===== src/rtl/rx_mac_if.sv =====
// MAC receive-side bus: 64-bit data beat with byte enables plus end-of-frame status pulses.
interface rx_mac_if;
  logic [63:0] rx_data;
  logic [7:0]  rx_data_valid;
  logic        rx_good_frame;
  logic        rx_bad_frame;

  modport master (
    output rx_data,
    output rx_data_valid,
    output rx_good_frame,
    output rx_bad_frame
  );

  modport slave (
    input rx_data,
    input rx_data_valid,
    input rx_good_frame,
    input rx_bad_frame
  );
endinterface


===== src/rtl/rx_mac_interface.sv =====
// Writes MAC Rx frames into a qword ring buffer behind a one-qword byte-count header;
// good frames are committed by moving commited_wr_addr, bad/overflowing ones are rolled back.
module rx_mac_interface #(
  parameter int unsigned ADDR_WIDTH = 9
) (
  input  logic                  clk,
  input  logic                  reset,
  rx_mac_if.slave               rx,
  output logic [ADDR_WIDTH-1:0] wr_addr,
  output logic [63:0]           wr_data,
  output logic                  wr_en,
  output logic [ADDR_WIDTH:0]   commited_wr_addr,
  input  logic [ADDR_WIDTH:0]   commited_rd_addr,
  output logic [31:0]           good_frames,
  output logic [31:0]           dropped_frames
);

  localparam int unsigned PW = ADDR_WIDTH + 1;

  localparam logic [1:0] S_RESYNC = 2'd0;
  localparam logic [1:0] S_IDLE   = 2'd1;
  localparam logic [1:0] S_FRAME  = 2'd2;
  localparam logic [1:0] S_DROP   = 2'd3;

  logic [1:0]            state_q, state_d;
  logic [PW-1:0]         wr_ptr_q, wr_ptr_d;
  logic [PW-1:0]         sof_q, sof_d;
  logic [31:0]           byte_count_q, byte_count_d;
  logic                  partial_q, partial_d;
  logic                  commit_pend_q, commit_pend_d;
  logic [ADDR_WIDTH-1:0] wr_addr_q, wr_addr_d;
  logic [63:0]           wr_data_q, wr_data_d;
  logic                  wr_en_q, wr_en_d;
  logic [PW-1:0]         commit_q, commit_d;
  logic [31:0]           good_q, good_d;
  logic [31:0]           dropped_q, dropped_d;

  logic                  beat_c;
  logic                  accept_c;
  logic                  legal_c;
  logic [PW-1:0]         fill_c;
  logic [3:0]            pop_c;

  function automatic logic [3:0] popcount8(input logic [7:0] m);
    logic [3:0] c;
    c = '0;
    for (int i = 0; i < 8; i++) c = c + 4'(m[i]);
    return c;
  endfunction

  // Occupancy seen from the reader; the top bit set means the ring is full at wr_ptr.
  assign fill_c   = wr_ptr_q - commited_rd_addr;
  assign accept_c = ~fill_c[PW-1];
  assign beat_c   = (rx.rx_data_valid != 8'h00);
  assign legal_c  = beat_c && ((rx.rx_data_valid & (rx.rx_data_valid + 8'd1)) == 8'h00);
  assign pop_c    = popcount8(rx.rx_data_valid);

  always_comb begin
    state_d       = state_q;
    wr_ptr_d      = wr_ptr_q;
    sof_d         = sof_q;
    byte_count_d  = byte_count_q;
    partial_d     = partial_q;
    commit_pend_d = 1'b0;
    wr_addr_d     = wr_addr_q;
    wr_data_d     = wr_data_q;
    wr_en_d       = 1'b0;
    commit_d      = commit_q;
    good_d        = good_q;
    dropped_d     = dropped_q;

    // Commit lands the cycle after the header write; sof_q already holds the end pointer.
    if (commit_pend_q) begin
      commit_d = sof_q;
      good_d   = good_q + 32'd1;
    end

    case (state_q)
      S_RESYNC: begin
        if (!beat_c) state_d = S_IDLE;
      end
      S_IDLE: begin
        if (beat_c) begin
          if (accept_c && legal_c) begin
            wr_en_d      = 1'b1;
            wr_addr_d    = wr_ptr_q[ADDR_WIDTH-1:0];
            wr_data_d    = rx.rx_data;
            wr_ptr_d     = wr_ptr_q + PW'(1);
            byte_count_d = 32'(pop_c);
            partial_d    = (rx.rx_data_valid != 8'hFF);
            state_d      = S_FRAME;
          end else begin
            state_d = S_DROP;
          end
        end
      end
      S_FRAME: begin
        if (beat_c) begin
          if (accept_c && legal_c && !partial_q) begin
            wr_en_d      = 1'b1;
            wr_addr_d    = wr_ptr_q[ADDR_WIDTH-1:0];
            wr_data_d    = rx.rx_data;
            wr_ptr_d     = wr_ptr_q + PW'(1);
            byte_count_d = byte_count_q + 32'(pop_c);
            partial_d    = (rx.rx_data_valid != 8'hFF);
          end else begin
            wr_ptr_d = sof_q + PW'(1);
            state_d  = S_DROP;
          end
        end else if (rx.rx_bad_frame) begin
          dropped_d = dropped_q + 32'd1;
          wr_ptr_d  = sof_q + PW'(1);
          state_d   = S_IDLE;
        end else if (rx.rx_good_frame) begin
          wr_en_d       = 1'b1;
          wr_addr_d     = sof_q[ADDR_WIDTH-1:0];
          wr_data_d     = {byte_count_q, 32'h0};
          commit_pend_d = 1'b1;
          sof_d         = wr_ptr_q;
          wr_ptr_d      = wr_ptr_q + PW'(1);
          state_d       = S_IDLE;
        end
      end
      S_DROP: begin
        wr_ptr_d = sof_q + PW'(1);
        if (rx.rx_good_frame || rx.rx_bad_frame) begin
          dropped_d = dropped_q + 32'd1;
          state_d   = S_IDLE;
        end
      end
      default: state_d = S_RESYNC;
    endcase
  end

  always_ff @(posedge clk) begin
    if (reset) begin
      state_q       <= S_RESYNC;
      wr_ptr_q      <= PW'(1);
      sof_q         <= '0;
      byte_count_q  <= '0;
      partial_q     <= 1'b0;
      commit_pend_q <= 1'b0;
      wr_addr_q     <= '0;
      wr_data_q     <= '0;
      wr_en_q       <= 1'b0;
      commit_q      <= '0;
      good_q        <= '0;
      dropped_q     <= '0;
    end else begin
      state_q       <= state_d;
      wr_ptr_q      <= wr_ptr_d;
      sof_q         <= sof_d;
      byte_count_q  <= byte_count_d;
      partial_q     <= partial_d;
      commit_pend_q <= commit_pend_d;
      wr_addr_q     <= wr_addr_d;
      wr_data_q     <= wr_data_d;
      wr_en_q       <= wr_en_d;
      commit_q      <= commit_d;
      good_q        <= good_d;
      dropped_q     <= dropped_d;
    end
  end

  assign wr_addr          = wr_addr_q;
  assign wr_data          = wr_data_q;
  assign wr_en            = wr_en_q;
  assign commited_wr_addr = commit_q;
  assign good_frames      = good_q;
  assign dropped_frames   = dropped_q;

endmodule


===== src/flat_wrapper.sv =====
// flat-port wrapper written by rule: the top's interface ports become plain ports
module rx_mac_interface_flat 
#(
  parameter int unsigned ADDR_WIDTH = 9
)
  (clk, reset, wr_addr, wr_data, wr_en, commited_wr_addr, commited_rd_addr, good_frames, dropped_frames, rx_rx_data, rx_rx_data_valid, rx_rx_good_frame, rx_rx_bad_frame);
  rx_mac_if rx_i ();
  input  logic clk;
  input  logic reset;
  output logic [ADDR_WIDTH-1:0] wr_addr;
  output logic [63:0] wr_data;
  output logic wr_en;
  output logic [ADDR_WIDTH:0] commited_wr_addr;
  input  logic [ADDR_WIDTH:0] commited_rd_addr;
  output logic [31:0] good_frames;
  output logic [31:0] dropped_frames;
  input wire logic [$bits(rx_i.rx_data)-1:0] rx_rx_data;
  input wire logic [$bits(rx_i.rx_data_valid)-1:0] rx_rx_data_valid;
  input wire logic [$bits(rx_i.rx_good_frame)-1:0] rx_rx_good_frame;
  input wire logic [$bits(rx_i.rx_bad_frame)-1:0] rx_rx_bad_frame;
  assign rx_i.rx_data = rx_rx_data;
  assign rx_i.rx_data_valid = rx_rx_data_valid;
  assign rx_i.rx_good_frame = rx_rx_good_frame;
  assign rx_i.rx_bad_frame = rx_rx_bad_frame;
  rx_mac_interface #(.ADDR_WIDTH(ADDR_WIDTH)) u_core (.clk(clk), .reset(reset), .rx(rx_i), .wr_addr(wr_addr), .wr_data(wr_data), .wr_en(wr_en), .commited_wr_addr(commited_wr_addr), .commited_rd_addr(commited_rd_addr), .good_frames(good_frames), .dropped_frames(dropped_frames));
endmodule

===== config.mk =====
export PLATFORM = sky130hd
export DESIGN_NAME = rx_mac_interface_flat
export DESIGN_NICKNAME = d
export VERILOG_FILES = /design/src/rtl/rx_mac_if.sv /design/src/rtl/rx_mac_interface.sv /design/src/flat_wrapper.sv
export SDC_FILE = /design/constraint.sdc
export NUM_CORES = 1
export LEC_CHECK = 0
export ABC_AREA = 1
export CORE_ASPECT_RATIO = 1.25
export CORE_UTILIZATION = 40
export CTS_CLUSTER_DIAMETER = 60
export DETAILED_ROUTE_END_ITERATION = 6
export GPL_ROUTABILITY_DRIVEN = 0
export PLACE_DENSITY = 0.68
export SLEW_MARGIN = 20
export SYNTH_ARGS = -nofsm -noshare
export SYNTH_HDL_FRONTEND = slang
export SYNTH_SLANG_ARGS = --single-unit

===== constraint.sdc =====
create_clock -name clk -period 6.5 [get_ports clk]
set_clock_uncertainty 0.05 [all_clocks]
set_input_delay 0.65 -clock clk [delete_from_list [all_inputs] [get_ports clk]]
set_output_delay 0.65 -clock clk [all_outputs]
set_load 0.02 [all_outputs]

======== After elaboration in Yosys (flattened, before gate mapping) ========
Cells that the tools add are included.
word-level totals
  bits in registers ....................... 204
  input bits .............................. 86
  output and inout port bits .............. 148
  word-level logic and storage cells ...... 117
cells by class
  add/subtract/negate cells ............... 14
  eq/ne operators ......................... 17
  multiplexer cells ....................... 51
  bitwise gates (word level) .............. 5
  reductions and logical operators ........ 18
operators by type and width
  operator                 number
  $mux W64                 6
  $mux W32                 7
  $pmux W32 S2             2
  $pmux W64 S2             1
  $add A32 B1 Y32 const B  2
  $mux W10                 6
  $mux W9                  6
  $add A32 B4 Y32          1
  $pmux W10 S3             1
  $add A4 B1 Y4            6
  $add A10 B1 Y10 const B  2
  $pmux W9 S2              1
  $mux W2                  7
  $reduce_and A4 Y1        3
  $mux W1                  11
  $ne A2 B1 Y1 const B     5
  $reduce_and A5 Y1        2
  $sub A10 B10 Y10         1
  $add A8 B1 Y8 const B    1
  $and A8 B8 Y8            1
  $logic_not A8 Y1         1
  $ne A8 B8 Y1 const B     1
  $pmux W2 S4              1
  $reduce_bool A8 Y1       1
  other kinds (17)         29

======== Logic depth before layout (Yosys ltp) ========
Gate-level depths: netlist (run 1).
  depth after elaboration ................. 11
  gate-level depth with buffers ........... 23
  depth with buffers taken out ............ 23

======== Worst setup path before layout (run 1) ========
Ideal clock, no wire load.
  kind .................................... input port to flip-flop
  from .................................... in rx_rx_data_valid[0]
  to ...................................... reg u_core.byte_count_q[26]
  library setup time ...................... 70 ps
  arrival time ............................ 4353 ps
  data required time ...................... 6380 ps
  setup slack ............................. 2027 ps
  stages .................................. 21
  buffers on the path ..................... 0
  cells stage by stage .................... inv_1 ha_1 inv_1 fa_1 fa_1 fa_1 fa_1 fa_1 inv_1 nand2_1 o21ai_1 nand2_1 nor2_1 inv_1 nor2_2 nand2_1 nand2_1 nand2_1 nor2_1 nand3_1 a21oi_1
between the ends
  word-level cells in the longest chain between the ends .. 11
  elaborated cells on any way between the ends .. 23
  those cells by class .................... add/sub (9); eq/ne (4); mux (3); bitwise (1); reduce/logical (6)
ends and longest elaborated chain
  what                        line                     RTL
  start: declaration          flat_wrapper.sv:18       input wire logic [$bits(rx_i.rx_data_valid)-1:0] rx_rx_data_valid;
  $add A1 B1 Y2               rx_mac_interface.sv:47   for (int i = 0; i < 8; i++) c = c + 4'(m[i]);
  $add A4 B1 Y4 (6 in a row)  rx_mac_interface.sv:47
  $add A32 B4 Y32             rx_mac_interface.sv:104  byte_count_d = byte_count_q + 32'(pop_c);
  $mux W32                    rx_mac_interface.sv:99   if (accept_c && legal_c && !partial_q) begin
  $mux W32                    rx_mac_interface.sv:98   if (beat_c) begin
  $pmux W32 S2                rx_mac_interface.sv:78   case (state_q)
  end signal: assignment      rx_mac_interface.sv:153  byte_count_q <= byte_count_d;
  end: declaration            rx_mac_interface.sv:28   logic [31:0] byte_count_q, byte_count_d;
Several ways; a longest one is shown, not always the timed one. The select of a mux whose other input is x is not followed.
A chain may end at the register's enable or synchronous reset.

======== Worst setup path in the final report (run 1) ========
Same ends and word-level chain as after synthesis.

==> impl_metrics.tcl, run 1 <==
set metrics [dict create \
    synthTopCellsByArea "dfxtp_1 36%, nand2_1 14%, a21oi_1 8.2%" \
    p_comb_frac 0.400 \
    cts_made_buffers 26 \
    hold_viol_final 0 \
    clock_path_buffers 3 \
    routed_wl_um 35900 \
    ctsHoldBuffers 0 \
    setup_ws_ns 1.61 \
    track_usage 0.237 \
    ant_nets 0 \
    min_path_type "reg2reg" \
    use_met3 0.0546 \
    path_clk_slew_ns 0.06 \
    rsz0062_at_grt "false" \
    crit_path_end_kind "flop" \
    p_int_mw 3.01 \
    n_antenna_cell 0 \
    fmax_mhz 205 \
    tritoncts "yes" \
    post-cts-setup-buffers 0 \
    p_clk_frac 0.286 \
    area_delta_synth_final_pct 28.5 \
    top_usage_layer "met2" \
    placed_area_mm2 0.0138 \
    antenna_found_initial 0 \
    grt_max_degree 91 \
    critical_path_required_ns 6.89 \
    whs_ns 0.411 \
    fp.coreArea_mm2 0.0279 \
    vias 12000 \
    grt_pass1_vias 11300 \
    fin_setup_tns_ns 0 \
    crit_arrival_ns 5.28 \
    io_buffers 233 \
    cap_violations 0 \
    slew_viol_final 0 \
    relSlewSlack 0.389 \
    syn_area_mm2 0.0114 \
    worstRegToRegCells 9 \
    fp.dieW_um 153 \
    cts_sinks 204 \
    grt_pass1_wl_um 56600 \
    yosysWarnings 0 \
    start_util 0.410 \
    crit_fanout 4 \
    synth_cells 1691 \
    boundaryPins 234 \
    outcome "finished, final reports clean" \
    h-tree-depth 1 \
    critPathLaunchType "primary input" \
    ys_seq_area_frac 0.357 \
    wire_per_inst_um 16.0 \
    syn_nets 1808 \
    clock_latency_ns 0.53 \
    ys_ff_latch 204 \
    postLayoutCellArea_mm2 0.0147 \
    root_buffer "clkbuf_16" \
    fin_crit_ns 4.89 \
    peakVddDrop_mv 0.209 \
    drc_errors 0 \
    num-fill-cells 2759 \
    p_leak_nw 5.39 \
    final_layout_size_suffix_gt1_frac 0.0512 \
    worstSetupPathType "in2reg" \
    yosysTopAreaCellShare 0.357 \
    die_h_um 191 \
    worstMarginPinSlew_ns 0.916 \
    synth_cell_type_count 48 \
    synth_largest_area_cell "dfxtp_1" \
    seq_power_share 0.313 \
    nNetsFinal 1994 \
    use_met2 0.414 \
    met1_usage 0.275 \
    pre_cts_ws_ns 1.11 \
    grt_overflow 0 \
    dr.pass1.iters 7 \
    p_switching_mw 2.03 \
    hold_depth 2 \
    power_density_mw_per_mm2 343 \
    dieArea_mm2 0.0293 \
    ctsResizeCount 0 \
    vias_per_cell 5.32 \
    rows 68 \
    syn_avg_cell_area_um2 6.77 \
    finalSetupViolations 0 \
    fin_util 0.527 \
    switching_share 0.403 \
    drtIter0Drc 854 \
    period_share 0.752 \
    place_hpwl_um 25200 \
]
per-stage QoR:
step,instances,power (mW)
floorplan,1691,3.04
global placement,2199,3.59
detailed placement,2199,3.62
CTS,2246,5.09
global route,2246,5.35
finish,2246,5.04
worst max-delay path, stage by stage:
cell and delay, ns:
clkdlybuf4s50_1 0.48, inv_1 0.07, ha_1 0.28, inv_1 0.04, fa_1 0.49, fa_1 0.42
fa_1 0.41, fa_1 0.49, fa_1 0.41, inv_1 0.11, nand2_1 0.08, o21ai_1 0.24
nand2_1 0.14, nor2_1 0.20, inv_1 0.12, nor2_2 0.15, nand2_1 0.06, nand2_1 0.05
nand2_1 0.05, nor2_1 0.07, nand3_1 0.08, a21oi_1 0.17
synthesized netlist by cell type (all sizes together):
master	count
dfxtp	204
o21bai	1
a221oi	1
nor2	162
o21a	4
clkinv	1
nand3b	6
and2	2
xnor2	6
a21oi	191
a311oi	1
clkbuf	40
or2	1
o221ai	1
nor3	50
nor3b	4
nor4	11
o21ai	93
and3	4
and3b	1
nand4	98
nand3	96
a21o	1
inv	169
xor2	47
ha	26
o2111ai	1
buf	43
o22ai	2
nand2	419
fa	5
worst paths after layout:
kind / start / to / slack (ns)
setup / recovery: rx_rx_data_valid[0] / u_core.byte_count_q[26] / 1.61
setup reg to reg: u_core.state_q[0] / u_core.wr_data[48] / 2.79
hold reg to reg: u_core.wr_data[20] / u_core.wr_data[20] / 0.41
hold / removal: u_core.wr_data[20] / u_core.wr_data[20] / 0.41
state kept, by name, indices dropped and copies added, names as in the netlist, 2 cells and up:
register	count
u_core.wr_data	64
u_core.byte_count_q	32
u_core.dropped_frames	32
u_core.good_frames	32
u_core.commited_wr_addr	10
u_core.sof_q	10
u_core.wr_ptr_q	10
u_core.wr_addr	9
u_core.state_q	2
placed cells by master, fill, tap and decap left out, types with 26 or more instances in the layout:
master and n:
o21ai_0 80, ha_1 26, nand4_1 98, dfxtp_1 204, nor2_1 150, clkdlybuf4s50_1 232, xor2_1 47, nand2_1 412
clkbuf_16 27, nor3_1 47, a21oi_1 188, nand3_1 94, inv_1 155
cell type report:
cell class                      instances  area (um^2)  area share
Timing Repair Buffer                  241         2390       0.162
Clock inverter                         11          105     0.00715
Inverter                              170          641      0.0436
Clock buffer                           36          769      0.0523
Tap cell                              350          438      0.0298
Sequential cell                       204         4080       0.278
Multi-Input combinational cell       1234         6280       0.427
routing by layer:
layer	vias up	wire (um)
met5	-	0
li1	5984	-
met1	5478	14600
met4	0	1540
met2	402	17100
met3	90	2620
logic make-up after synthesis:
family	after synthesis	share of synthesized area
adder cells (fa/ha/maj)	31	0.0372
AND/OR/NAND/NOR	854	0.337
AO/OA/AOI/OAI	296	0.134
flip-flops	204	0.357
buffers and inverters	253	0.0947
XOR/XNOR	53	0.0405
power by group through the flow:
stage	logic (mW)	clock network [mW]	registers, mW
after floorplan	1.28	0	1.76
after global placement	1.99	0	1.60
after detailed placement	2.01	0	1.61
after CTS	2.03	1.48	1.58
after global routing	2.21	1.53	1.61
final	2.02	1.44	1.58
Note: power is estimated with default switching activity, not from simulation.
==> inputs of run 2 (changes only) <==
--- a/config.mk
+++ b/config.mk
@@ -11,7 +11,7 @@
 export CTS_CLUSTER_DIAMETER = 60
 export DETAILED_ROUTE_END_ITERATION = 6
 export GPL_ROUTABILITY_DRIVEN = 0
-export PLACE_DENSITY = 0.68
+export PLACE_DENSITY = 0.7
 export SLEW_MARGIN = 20
 export SYNTH_ARGS = -nofsm -noshare
 export SYNTH_HDL_FRONTEND = slang
==> constraint.sdc (replaced) <==
create_clock -name clk -period 4.1 [get_ports clk]
set_clock_uncertainty 0.05 [all_clocks]
set_input_delay 0.41 -clock clk [delete_from_list [all_inputs] [get_ports clk]]
set_output_delay 0.41 -clock clk [all_outputs]
set_load 0.02 [all_outputs]
==> impl_metrics.tcl, run 2 (synthesis gave the netlist of run 1 again) <==
set metrics [dict create \
    outcome "finished, final reports clean" \
    grt_pass1_wl_um 58000 \
    worstSetupPathType "in2reg" \
    critPathLaunchType "primary input" \
    boundaryPins 234 \
    drc_errors 0 \
    num-fill-cells 2751 \
    p_comb_frac 0.422 \
    relSlewSlack 0.403 \
    place_hpwl_um 26000 \
    slew_viol_final 0 \
    crit_fanout 3 \
    tritoncts "yes" \
    start_util 0.410 \
    seq_power_share 0.311 \
    worstMarginPinSlew_ns 0.895 \
    routed_wl_um 36500 \
    min_path_type "in2reg" \
    cap_violations 0 \
    fin_util 0.539 \
    fp.dieW_um 153 \
    layout_common_cells "409 x nand2_1, 230 x clkdlybuf4s50_1, 204 x dfxtp_1" \
    p_switching_mw 3.26 \
    path_clk_slew_ns 0.06 \
    rows 68 \
    die_h_um 191 \
    ant_nets 0 \
    n_antenna_cell 0 \
    largest_register_ffs 64 \
    grt_max_degree 83 \
    wire_per_inst_um 16.0 \
    cts_made_buffers 23 \
    fmax_mhz 254 \
    peakVddDrop_mv 0.423 \
    hold_viol_final 0 \
    finalSetupViolations 0 \
    crit_path_cell_trace "dlygate4sd2_1, inv_1, ha_1, inv_2, fa_1, fa_1, fa_2, fa_2, fa_2, inv_2, nand2_4, o21ai_4, buf_4, inv_1, nor2_2, nand2_1, xor2_1, nor2_1, nand3_1, a21oi_1" \
    crit_family "adder cells" \
    dr.pass1.iters 5 \
    hold_depth 4 \
    h-tree-depth 1 \
    crit_cells 20 \
    p_int_mw 4.80 \
    track_usage 0.241 \
    clock_latency_ns 0.52 \
    crit_path_end_kind "flop" \
    root_buffer "clkbuf_16" \
    period_share 0.958 \
    drtIter0Drc 847 \
    dieArea_mm2 0.0293 \
    worstRegToRegCells 10 \
    crit_path_max_incr_delay_ns 0.51 \
    p_leak_nw 5.57 \
    nNetsFinal 2031 \
    rsz0062_at_grt "false" \
    area_delta_synth_final_pct 31.3 \
    power_density_mw_per_mm2 536 \
    power_mw 8.06 \
    io_buffers 233 \
    worst-path-buf-inv 6 \
    cts_sinks 204 \
    fin_crit_ns 3.93 \
    vias 12200 \
    critical_path_required_ns 4.48 \
    final_common_cell "nand2_1" \
    postLayoutCellArea_mm2 0.0150 \
    clock_path_buffers 3 \
    whs_ns 0.380 \
    grt_pass1_vias 11500 \
    vias_per_cell 5.35 \
    antenna_found_initial 0 \
    slowest_stage "fa_1" \
    grt_overflow 0 \
    critical_path.most_common_cell "fa_2" \
    crit_arrival_ns 4.31 \
    placed_area_mm2 0.0141 \
    switching_share 0.405 \
    final_layout_size_suffix_gt1_frac 0.0788 \
    p_clk_frac 0.267 \
    fp.coreArea_mm2 0.0279 \
]
## run 2: layout make-up
cell class	instances	area, um^2	area share
flip-flops and latches	204	4080	0.272
clock buffers	29	628	0.0418
well taps	350	438	0.0291
multi-input cells	1234	6390	0.425
repair buffers	281	2700	0.180
clock inverters	11	148	0.00982
inverters	170	641	0.0426
## run 2: metrics by stage
step	setup slack (ns)	setup TNS (ns)	std cells
6_report	0.171	0	2279
5_1_grt	0.00587	0	2279
4_1_cts	0.0611	0	2279
2_1_floorplan	-0.0186	-0.0186	1691
3_5_place_dp	-0.751	-17.72	2236
3_3_place_gp	-0.736	-16.05	2236
## run 2: per-layer routing
metal | share of wire | up-vias | GRT usage
met1 | 0.40 | 5591 | 0.277
met3 | 0.073 | 98 | 0.0494
li1 | - | 6041 | -
met2 | 0.48 | 453 | 0.429
met4 | 0.044 | 0 | 0.109
met5 | 0 | - | 0
## run 2: power by group through the flow
stage / sequential [mW] / combinational (mW) / clock, mW
global route: 2.55 / 3.72 / 2.28
global placement: 2.53 / 3.29 / 0
CTS: 2.51 / 3.41 / 2.20
floorplan: 2.80 / 2.03 / 0
finish: 2.51 / 3.40 / 2.15
detailed placement: 2.54 / 3.34 / 0
## run 2: timing repair
item / CTS / global route
endpoints found under the setup margin: 21 / 25
pin swaps: 14 / 9
hold buffers: 0 / 0
resized for setup: 26 / 2
hold endpoints to repair: 0 / 0
setup buffers: 3 / 0
## run 2: path summary, 6_finish.rpt
path / startpoint / endpoint / slack (ns)
min: reset / u_core.good_frames[2] / 0.38
max: rx_rx_data_valid[1] / u_core.byte_count_q[28] / 0.17
min reg2reg: u_core.wr_data[9] / u_core.wr_data[9] / 0.41
max reg2reg: u_core.state_q[0] / u_core.wr_data[36] / 0.94
## run 2: worst reg2reg max path: stages, from the launching register on
cell,delay (ns)
dfxtp_1,0.37
inv_1,0.11
ha_1,0.35
inv_2,0.60
nor2_8,0.18
inv_4,0.50
buf_4,0.45
nand2_1,0.09
o21ai_0,0.10
nand4_1,0.12
a21oi_1,0.16
